## src/rtl/sram_rr_arbiter.sv

```systemverilog
// sram_rr_arbiter: round-robin front end sharing one single-port SRAM among
// NUM_CH request channels. A tag FIFO routes in-order read returns back.
// Ports: clk/rst_n (async active-low); ch_req/ch_we/ch_addr/ch_wdata/ch_wmask
// in, ch_gnt (comb one-hot), ch_rvalid/ch_rdata (registered returns) out;
// sram_rd_* / sram_wr_* / sram_w_mask downstream port, sram_rd_valid/data
// returns; outstanding = reads in flight; err_unexp_rvalid sticky error.
module sram_rr_arbiter #(
   parameter int NUM_CH          = 4,
   parameter int ADDR_WIDTH      = 32,
   parameter int DATA_WIDTH      = 32,
   parameter int NUM_OF_BYTES    = DATA_WIDTH/8,
   parameter int MAX_OUTSTANDING = 4
) (
   input  logic                                   clk,
   input  logic                                   rst_n,
   input  logic [NUM_CH-1:0]                      ch_req,
   input  logic [NUM_CH-1:0]                      ch_we,
   input  logic [NUM_CH*ADDR_WIDTH-1:0]           ch_addr,
   input  logic [NUM_CH*DATA_WIDTH-1:0]           ch_wdata,
   input  logic [NUM_CH*NUM_OF_BYTES-1:0]         ch_wmask,
   output logic [NUM_CH-1:0]                      ch_gnt,
   output logic [NUM_CH-1:0]                      ch_rvalid,
   output logic [DATA_WIDTH-1:0]                  ch_rdata,
   output logic                                   sram_rd_en,
   output logic [ADDR_WIDTH-1:0]                  sram_rd_addr,
   input  logic                                   sram_rd_valid,
   input  logic [DATA_WIDTH-1:0]                  sram_rd_data,
   output logic                                   sram_wr_en,
   output logic [ADDR_WIDTH-1:0]                  sram_wr_addr,
   output logic [DATA_WIDTH-1:0]                  sram_wr_data,
   output logic [NUM_OF_BYTES-1:0]                sram_w_mask,
   output logic [$clog2(MAX_OUTSTANDING+1)-1:0]   outstanding,
   output logic                                   err_unexp_rvalid
);

   localparam int CH_W  = $clog2(NUM_CH);
   localparam int PTR_W = $clog2(MAX_OUTSTANDING);
   localparam int CNT_W = $clog2(MAX_OUTSTANDING+1);

   logic [CH_W-1:0]       rr_ptr_q, rr_ptr_d;
   logic [CH_W-1:0]       tag_mem_q [MAX_OUTSTANDING];
   logic [CH_W-1:0]       tag_mem_d [MAX_OUTSTANDING];
   logic [PTR_W-1:0]      wr_ptr_q, wr_ptr_d;
   logic [PTR_W-1:0]      rd_ptr_q, rd_ptr_d;
   logic [CNT_W-1:0]      cnt_q, cnt_d;
   logic [NUM_CH-1:0]     ch_rvalid_q, ch_rvalid_d;
   logic [DATA_WIDTH-1:0] ch_rdata_q, ch_rdata_d;
   logic                  err_q, err_d;

   logic                  fifo_full;
   logic                  fifo_empty;
   logic                  push;
   logic                  pop;
   logic                  gnt_any;
   logic [CH_W-1:0]       gnt_idx;
   logic [NUM_CH-1:0]     elig;
   logic [CH_W:0]         scan;

   // Full/empty come from the registered count: a pop in the same
   // cycle never frees a slot for a read grant.
   assign fifo_full  = (cnt_q == CNT_W'(MAX_OUTSTANDING));
   assign fifo_empty = (cnt_q == '0);

   // rst_n gates eligibility so nothing is granted while in reset.
   assign elig = ch_req
               & (ch_we | {NUM_CH{~fifo_full}})
               & {NUM_CH{rst_n}};

   // Scan from rr_ptr upward, wrapping at NUM_CH; first hit wins.
   always_comb begin
      gnt_any = 1'b0;
      gnt_idx = '0;
      scan    = '0;
      for (int k = 0; k < NUM_CH; k++) begin
         scan = {1'b0, rr_ptr_q} + (CH_W+1)'(k);
         if (scan >= (CH_W+1)'(NUM_CH))
            scan = scan - (CH_W+1)'(NUM_CH);
         if (!gnt_any && elig[scan[CH_W-1:0]]) begin
            gnt_any = 1'b1;
            gnt_idx = scan[CH_W-1:0];
         end
      end
   end

   always_comb begin
      ch_gnt = '0;
      if (gnt_any)
         ch_gnt[gnt_idx] = 1'b1;
   end

   // gnt_idx is 0 with no grant, so idle buses mirror channel 0.
   assign sram_rd_en   = gnt_any & ~ch_we[gnt_idx];
   assign sram_wr_en   = gnt_any &  ch_we[gnt_idx];
   assign sram_rd_addr = ch_addr[gnt_idx*ADDR_WIDTH +: ADDR_WIDTH];
   assign sram_wr_addr = ch_addr[gnt_idx*ADDR_WIDTH +: ADDR_WIDTH];
   assign sram_wr_data = ch_wdata[gnt_idx*DATA_WIDTH +: DATA_WIDTH];
   assign sram_w_mask  = ch_wmask[gnt_idx*NUM_OF_BYTES +: NUM_OF_BYTES];

   assign push = sram_rd_en;
   assign pop  = sram_rd_valid & ~fifo_empty;

   always_comb begin
      rr_ptr_d    = rr_ptr_q;
      tag_mem_d   = tag_mem_q;
      wr_ptr_d    = wr_ptr_q;
      rd_ptr_d    = rd_ptr_q;
      cnt_d       = cnt_q;
      ch_rvalid_d = '0;
      ch_rdata_d  = ch_rdata_q;
      err_d       = err_q | (sram_rd_valid & fifo_empty);

      if (gnt_any)
         rr_ptr_d = (gnt_idx == CH_W'(NUM_CH-1)) ? '0
                                                 : gnt_idx + CH_W'(1);

      if (push) begin
         tag_mem_d[wr_ptr_q] = gnt_idx;
         wr_ptr_d            = wr_ptr_q + PTR_W'(1);
      end

      if (pop) begin
         ch_rvalid_d[tag_mem_q[rd_ptr_q]] = 1'b1;
         ch_rdata_d = sram_rd_data;
         rd_ptr_d   = rd_ptr_q + PTR_W'(1);
      end

      unique case (1'b1)
         push && !pop: cnt_d = cnt_q + CNT_W'(1);
         pop && !push: cnt_d = cnt_q - CNT_W'(1);
         default:      cnt_d = cnt_q;
      endcase
   end

   always_ff @(posedge clk or negedge rst_n) begin
      if (!rst_n) begin
         rr_ptr_q    <= '0;
         wr_ptr_q    <= '0;
         rd_ptr_q    <= '0;
         cnt_q       <= '0;
         ch_rvalid_q <= '0;
         ch_rdata_q  <= '0;
         err_q       <= 1'b0;
         for (int i = 0; i < MAX_OUTSTANDING; i++)
            tag_mem_q[i] <= '0;
      end else begin
         rr_ptr_q    <= rr_ptr_d;
         wr_ptr_q    <= wr_ptr_d;
         rd_ptr_q    <= rd_ptr_d;
         cnt_q       <= cnt_d;
         ch_rvalid_q <= ch_rvalid_d;
         ch_rdata_q  <= ch_rdata_d;
         err_q       <= err_d;
         tag_mem_q   <= tag_mem_d;
      end
   end

   assign ch_rvalid        = ch_rvalid_q;
   assign ch_rdata         = ch_rdata_q;
   assign outstanding      = cnt_q;
   assign err_unexp_rvalid = err_q;

endmodule

```

## config.mk

```make
export PLATFORM = sky130hd
export DESIGN_NAME = sram_rr_arbiter
export DESIGN_NICKNAME = d
export VERILOG_FILES = /design/src/rtl/sram_rr_arbiter.sv
export SDC_FILE = /design/constraint.sdc
export NUM_CORES = 1
export LEC_CHECK = 0
export CAP_MARGIN = 10
export CORE_AREA = 8 8 175 177
export CTS_BUF_LIST = sky130_fd_sc_hd__clkbuf_8 sky130_fd_sc_hd__clkbuf_16
export DETAILED_ROUTE_END_ITERATION = 16
export DIE_AREA = 0 0 183 185
export PLACE_DENSITY = 0.53
export SLEW_MARGIN = 20
export SYNTH_ARGS = -nofsm -noshare
export SYNTH_HDL_FRONTEND = slang
export SYNTH_SLANG_ARGS = --single-unit
```

## constraint.sdc

```tcl
create_clock -name clk -period 3.22 [get_ports clk]
set_input_delay 0.483 -clock clk [delete_from_list [all_inputs] [get_ports clk]]
set_output_delay 0.483 -clock clk [all_outputs]
set_load 0.02 [all_outputs]
```

* Word-level counts from Yosys, hierarchy flattened
Index checks and enable logic that the tools add are counted.
** Word-level totals
- Bits of input ports :: 315
- Register bits :: 54
- Output and inout port bits :: 146
- Logic and storage cells :: 107
** Cells by class
- Reductions and logical operators :: 15
- Muxes and demuxes :: 36
- $add $sub $neg :: 12
- Magnitude comparators :: 15
- Bitwise operators :: 13
- Shift-type cells :: 3
- Equal/unequal tests :: 2
** Operators by type and width (number)
- indexed part select 128 x 8 -> 32 bit :: 2
- two-way mux 2 bit :: 12
- < comparator 2 x 3 -> 1 bit (second input constant) :: 6
- indexed part select 16 x 5 -> 4 bit :: 1
- >= comparator 3 bit (second input constant) :: 5
- two-way mux 1 bit :: 11
- binary-select mux 1 bit (select 2 bit) :: 5
- AND 4 bit :: 2
- bitwise mux 8 bit :: 1
- logical AND 1 bit :: 8
- two-way mux 4 bit :: 2
- subtractor 2 x 1 -> 2 bit (second input constant) :: 4
- adder 2 x 1 -> 2 bit (second input constant) :: 3
- adder 2 x 2 -> 3 bit (second input constant) :: 2
- inverter 2 -> 3 bit :: 2
- one-hot mux 3 bit (2 select lines) :: 1
- logical NOT 1 bit :: 5
- AND 1 bit :: 4
- binary-select mux 2 bit (select 2 bit) :: 1
- demux 1 bit (select 2 bit) :: 2
- demux 2 bit (select 2 bit) :: 1
- >= comparator 2 x 1 -> 1 bit (second input constant) :: 2
- bitwise OR 4 bit :: 1
- adder 2 x 1 -> 3 bit (second input constant) :: 1
- 10 further kinds :: 12

* Logic depth before layout (Yosys ltp)
- Depth in word-level cells :: 24
- Gate-level depth with buffers :: 13
- Depth with buffers taken out :: 13

* Worst setup path before layout
No wires, ideal clock.
- Kind :: register to register
- Start point :: reg cnt_q[1] (netlist: outstanding[1])
- End point :: reg cnt_q[2] (netlist: outstanding[2])
- Data arrival time :: 3581 ps
- Data required time :: 3140 ps
- Period minus slack after synthesis :: 3661 ps
- Library setup time :: 80 ps
- Buffers on the path :: 0
- Stages on the path, launching flop included :: 14
- Path slack :: -441 ps
- Path through :: dfrtp_1 or3b_1 o211ai_2 mux2i_1 a211oi_4 mux4_2 and2b_1 inv_1 ha_1 inv_1 fa_1 xor2_1 nor2_1 xor2_1
** On the way
- Word-level cells in the longest chain between the ends :: 24
- Elaborated cells on any way between the ends :: 42
- Classes of those cells :: add/sub (2); eq/ne (1); mux (19); bitwise (8); reduce/logical (12)
** RTL lines
- from (decl) :: RTL line 45 : logic [CNT_W-1:0] cnt_q, cnt_d;
- from (signal assigned) :: RTL line 149 : cnt_q <= cnt_d;
- equality test 3 bit (*) :: RTL line 61 : assign fifo_full = (cnt_q == CNT_W'(MAX_OUTSTANDING));
- inverter 1 bit (*) :: RTL line 66 : & (ch_we | {NUM_CH{~fifo_full}})
- bitwise OR 4 bit (*) :: RTL line 66
- AND 4 bit (*) :: RTL line 66
- AND 4 bit (*) :: RTL line 67 : & {NUM_CH{rst_n}};
- binary-select mux 1 bit (select 2 bit) :: RTL line 78 : if (!gnt_any && elig[scan[CH_W-1:0]]) begin
- two-way mux 1 bit (implied by the code) :: RTL line 78
- two-way mux 1 bit :: RTL line 78
- (+9 left out)
- binary-select mux 1 bit (select 2 bit) :: RTL line 92 : assign sram_rd_en = gnt_any & ~ch_we[gnt_idx];
- two-way mux 1 bit (implied by the code) :: RTL line 92
- inverter 1 bit :: RTL line 92
- AND 1 bit (*) :: RTL line 92
- named net sram_rd_en :: RTL line 24 : output logic sram_rd_en,
- logical NOT 1 bit :: RTL line 129 : pop && !push: cnt_d = cnt_q - CNT_W'(1);
- logical AND 1 bit :: RTL line 129
- one-hot mux 3 bit (2 select lines) or nonzero test 2 bit (tied branches)
The timed path passes the listed nets; every way through them passes the cells marked *. The select of a mux whose other input is x is not followed.
A chain may end at the register's enable or synchronous reset.

* Worst setup path after layout
- Start point :: reg cnt_q[1] (netlist: outstanding[1])
- End point :: out sram_wr_addr[24]
** On the way
- Word-level cells in the longest chain between the ends :: 18
- Elaborated cells on any way between the ends :: 27
- Classes of those cells :: eq/ne (1); shift (1); mux (15); bitwise (4); reduce/logical (6)
** RTL lines
- equality test 3 bit (*) :: RTL line 61
- inverter 1 bit (*) :: RTL line 66
- bitwise OR 4 bit (*) :: RTL line 66
- AND 4 bit (*) :: RTL line 66
- AND 4 bit (*) :: RTL line 67
- binary-select mux 1 bit (select 2 bit) :: RTL line 78
- two-way mux 1 bit (implied by the code) :: RTL line 78
- two-way mux 1 bit :: RTL line 78
- (+2 left out)
- two-way mux 1 bit :: RTL line 78
- logical NOT 1 bit :: RTL line 78
- logical AND 1 bit :: RTL line 78
- two-way mux 1 bit :: RTL line 78
- logical NOT 1 bit :: RTL line 78
- logical AND 1 bit :: RTL line 78
- two-way mux 2 bit (*) :: RTL line 78
- indexed part select 128 x 8 -> 32 bit (*) :: RTL line 95 : assign sram_wr_addr = ch_addr[gnt_idx*ADDR_WIDTH +: ADDR_WIDTH];
- to (decl) :: RTL line 29 : output logic [ADDR_WIDTH-1:0] sram_wr_addr,
Mark *: on every way between the ends. The rest lies on a longest branch, timed or not. The select of a mux whose other input is x is not followed.

==> metrics.md <==
| Metric | Value |
|---|---|
| Status | finished, violations left |
| Failing checks | setup timing |
| Post-synth EDFFs | 0 |
| Clk sinks | 54 |
| Critical Path, Cell by Cell | or3b_4 > o211a_1 > a211o_1 > a21boi_4 > buf_12 > buf_16 > buf_12 > buf_6 > buf_12 > buf_12 > a211oi_4 > a31oi_4 > buf_6 |
| Post-synth ARST share | 1.00 |
| CP Buf/Inv Count | 7 |
| Synth area leaders | dfrtp_1, nand2_1, a211oi_1, nor2b_1, a31oi_1 |
| P_leak | 5.52 nW |
| First-pass iteration count of the detailed router | 4 |
| Die W | roughly 180 um |
| Cts bufs inserted | 5 |
| Slew HR | 0.551 |
| Yosys reg bits | 54 |
| Top delay family on crit path | compound AO/OA/AOI/OAI gates |
| Half-perimeter wire length after placement | 24.3 mm |
| Type of the worst setup path | register to output port |
| WP data required | about 2700 ps |
| CTS tree | built |
| Endpoints failing setup | 116 |
| DRC | 0 |
| Fmax | around 290 MHz |
| First-pass GRT wire length | 45.3 mm |
| Commonest register cell after synthesis | dfrtp_1 |
| Ports | 461 |
| Yosys warnings | 0 |
| Routed vias/inst | 4.28 |
| Max Slew Vio Count | 0 |
| Synth Area per Inst | 7.18 um^2 |
| Count of different cell masters after synthesis | 42 |
| CP Max Fanout | 6 |
| # fillers | 2,720 |
| Clock latency at the later pin of the worst-skew pair | 290 ps |
| Highest-count cells in the layout ignoring fill and taps | clkdlybuf4s50_1, nand2_1, buf_6 |
| CP peak stage delay | ~430 ps |
| Most frequent CP cell | buf_12 |
| Final Critical Period | 3460 ps |
| Core Area | 28,100 um^2 |
| Synthesis-to-finish area growth | 181% |
| Final Wtd Congestion | 0.879 |
| Clk root buf | clkbuf_16 |
| Cells after Synth | 662 |
| Yosys top cell area share | 0.284 |
| Largest net degree at the start of global routing | between 50 and 60 |
| Vias in the first global route | 7,295 |
| Period utilization | 1.07 |
| Placement Setup Slack | -652 ps |
| Least-Margin Pin Slew | 674 ps |
| Max_cap viols | 0 |
| Remaining global-route overflow | 0 |
| Final setup margin | -240 ps |
| Clock Pin Slew Worst Setup and Hold Paths | roughly 70 ps |
| Final count of hold timing violations | 0 |
| Final setup TNS | -16,930 ps |
| Via count | 6,862 |
| Layout cells sized above 1 | 0.415 |
| Dpl cells | 1,508 |
| Post-Layout Cell Count | ~1,600 |
| Worst Setup Start Kind | register |
| Syn Nets | 987 |
| CP Data Arrival Time | 2980 ps |
| Synthesized cell area | 4760 um^2 |
| CTS max path bufs | 2 |
| GRT Overall Usage | 0.173 |
| DIE HEIGHT | about 190 um |
| Seq/Total Area, Yosys | 0.284 |
| Pwr/cell area | 674 nW/um^2 |
| DRT iter0 DRCs | 156 |
| Wire per inst | 20.0 um |
| Floorplan row count | 62 |
| Unrepaired setup endpoints after global routing | true |
| Die footprint | 33,900 um^2 |
| Critical path's slowest cell | or3b_4 |
| HP Class | primary input to async pin |
| Initial Util | 0.169 |
| Commonest non-fill, non-tap cell in the layout | clkdlybuf4s50_1 |
| Worst Skew | 4.13 ps |
| Nets@finish | 1,541 |
| Final WL | ~32 mm |
| Antenna violations before repair | 3 |
| Cell taking the most area after synthesis | dfrtp_1 |
| Max IR drop VDD | slightly below 0.0005 V |
| Setup crit end kind | output port |
| H-tree depth | 2 |
| Port Buffer Count | 460 |
| Post-route antenna net violation count | 0 |
==> worst register-to-register path, cell delays in order, from the launching register on <==
cell	delay (ps)
dfrtp_2	400
or3b_4	430
o211ai_4	270
mux2i_4	120
a211oi_4	250
buf_4	160
mux4_2	520
and2b_2	250
inv_2	70
ha_4	130
inv_2	30
fa_2	330
xor2_1	140
nor2_1	110
xor2_1	150
==> worst paths after layout <==
check	slack (ps)	end	cells past startpoint	startpoint
max in group asynchronous	2140	outstanding[0]$_DFFE_PN0P_	3	rst_n
worst max register to register	-210	outstanding[2]$_DFFE_PN0P_	14	outstanding[1]$_DFFE_PN0P_
worst max-delay path	-240	sram_wr_addr[24]	13	outstanding[1]$_DFFE_PN0P_
worst min register to register	470	ch_rdata[25]$_DFFE_PN0P_	2	ch_rdata[25]$_DFFE_PN0P_
min in group clk	470	ch_rdata[25]$_DFFE_PN0P_	2	ch_rdata[25]$_DFFE_PN0P_
worst min-delay path	210	ch_rdata[18]$_DFFE_PN0P_	2	rst_n
==> through the flow <==
step | hold slack [ps] | utilization | total power [mW] | cell area (um^2)
after CTS | 220 | 0.444 | 8.46 | 12500
after detailed placement | 461 | 0.381 | 6.71 | 10700
after global placement | 442 | 0.381 | 6.68 | 10700
final | 214 | 0.476 | 9.01 | 13400
after global routing | 214 | 0.476 | 9.50 | 13400
after floorplan | 187 | - | 4.07 | 5300
==> power by group <==
part / total [mW] / switching [mW] / internal (mW)
combinational: 7.35 / 3.53 / 3.82
sequential: 1.11 / 0.163 / 0.950
clock: 0.550 / 0.259 / 0.292
==> flip-flops by register name, indices dropped and copies added (netlist names) <==
signal	cells
ch_rdata	32
tag_mem_q	8
ch_rvalid	4
outstanding	3
rd_ptr_q	2
rr_ptr_q	2
wr_ptr_q	2
err_unexp_rvalid	1
==> cells in the mapped netlist (all sizes together) (2+ instances only) <==
master	instances
o211ai	3
ha	9
mux4	3
inv	13
clkbuf	34
a211oi	69
nor2b	72
xor2	2
nand2	238
a31oi	68
dfrtp	54
nor2	4
buf	51
xnor2	4
nand3b	4
mux2	10
nor3	5
==> kinds of logic after synthesis <==
| logic type | synth area share |
|---|---|
| XOR/XNOR | 0.0110 |
| buffers and inverters | 0.108 |
| AND/OR/NAND/NOR | 0.310 |
| multiplexers | 0.0400 |
| flip-flops | 0.284 |
| adder cells (fa/ha/maj) | 0.0279 |
| AO/OA/AOI/OAI | 0.219 |
==> final cells by class <==
cell class	instances	area, um^2	area share
diodes	2	5.00	0.000374
clock buffers	5	125	0.00936
clock inverters	3	23.8	0.00178
inverters	14	68.8	0.00515
multi-input cells	509	4460	0.334
flip-flops and latches	54	1360	0.101
well taps	384	480	0.0360
repair buffers	632	6840	0.512
==> timing repair <==
item,4_1_cts,5_1_grt
pin swaps,86,65
buffers inserted,49,31
hold endpoints to repair,0,0
gates resized for setup,755,164
hold buffers,0,0
endpoints found under the setup margin,108,117
cloned,16,4
==> per-layer routing <==
layer,wire length [um],up-vias,track usage
met5,37,-,0
met4,486,6,0.0270
met3,2440,38,0.0512
met2,16400,262,0.318
met1,12700,3231,0.200
li1,-,3325,-
(Power assumes the default switching activity.)
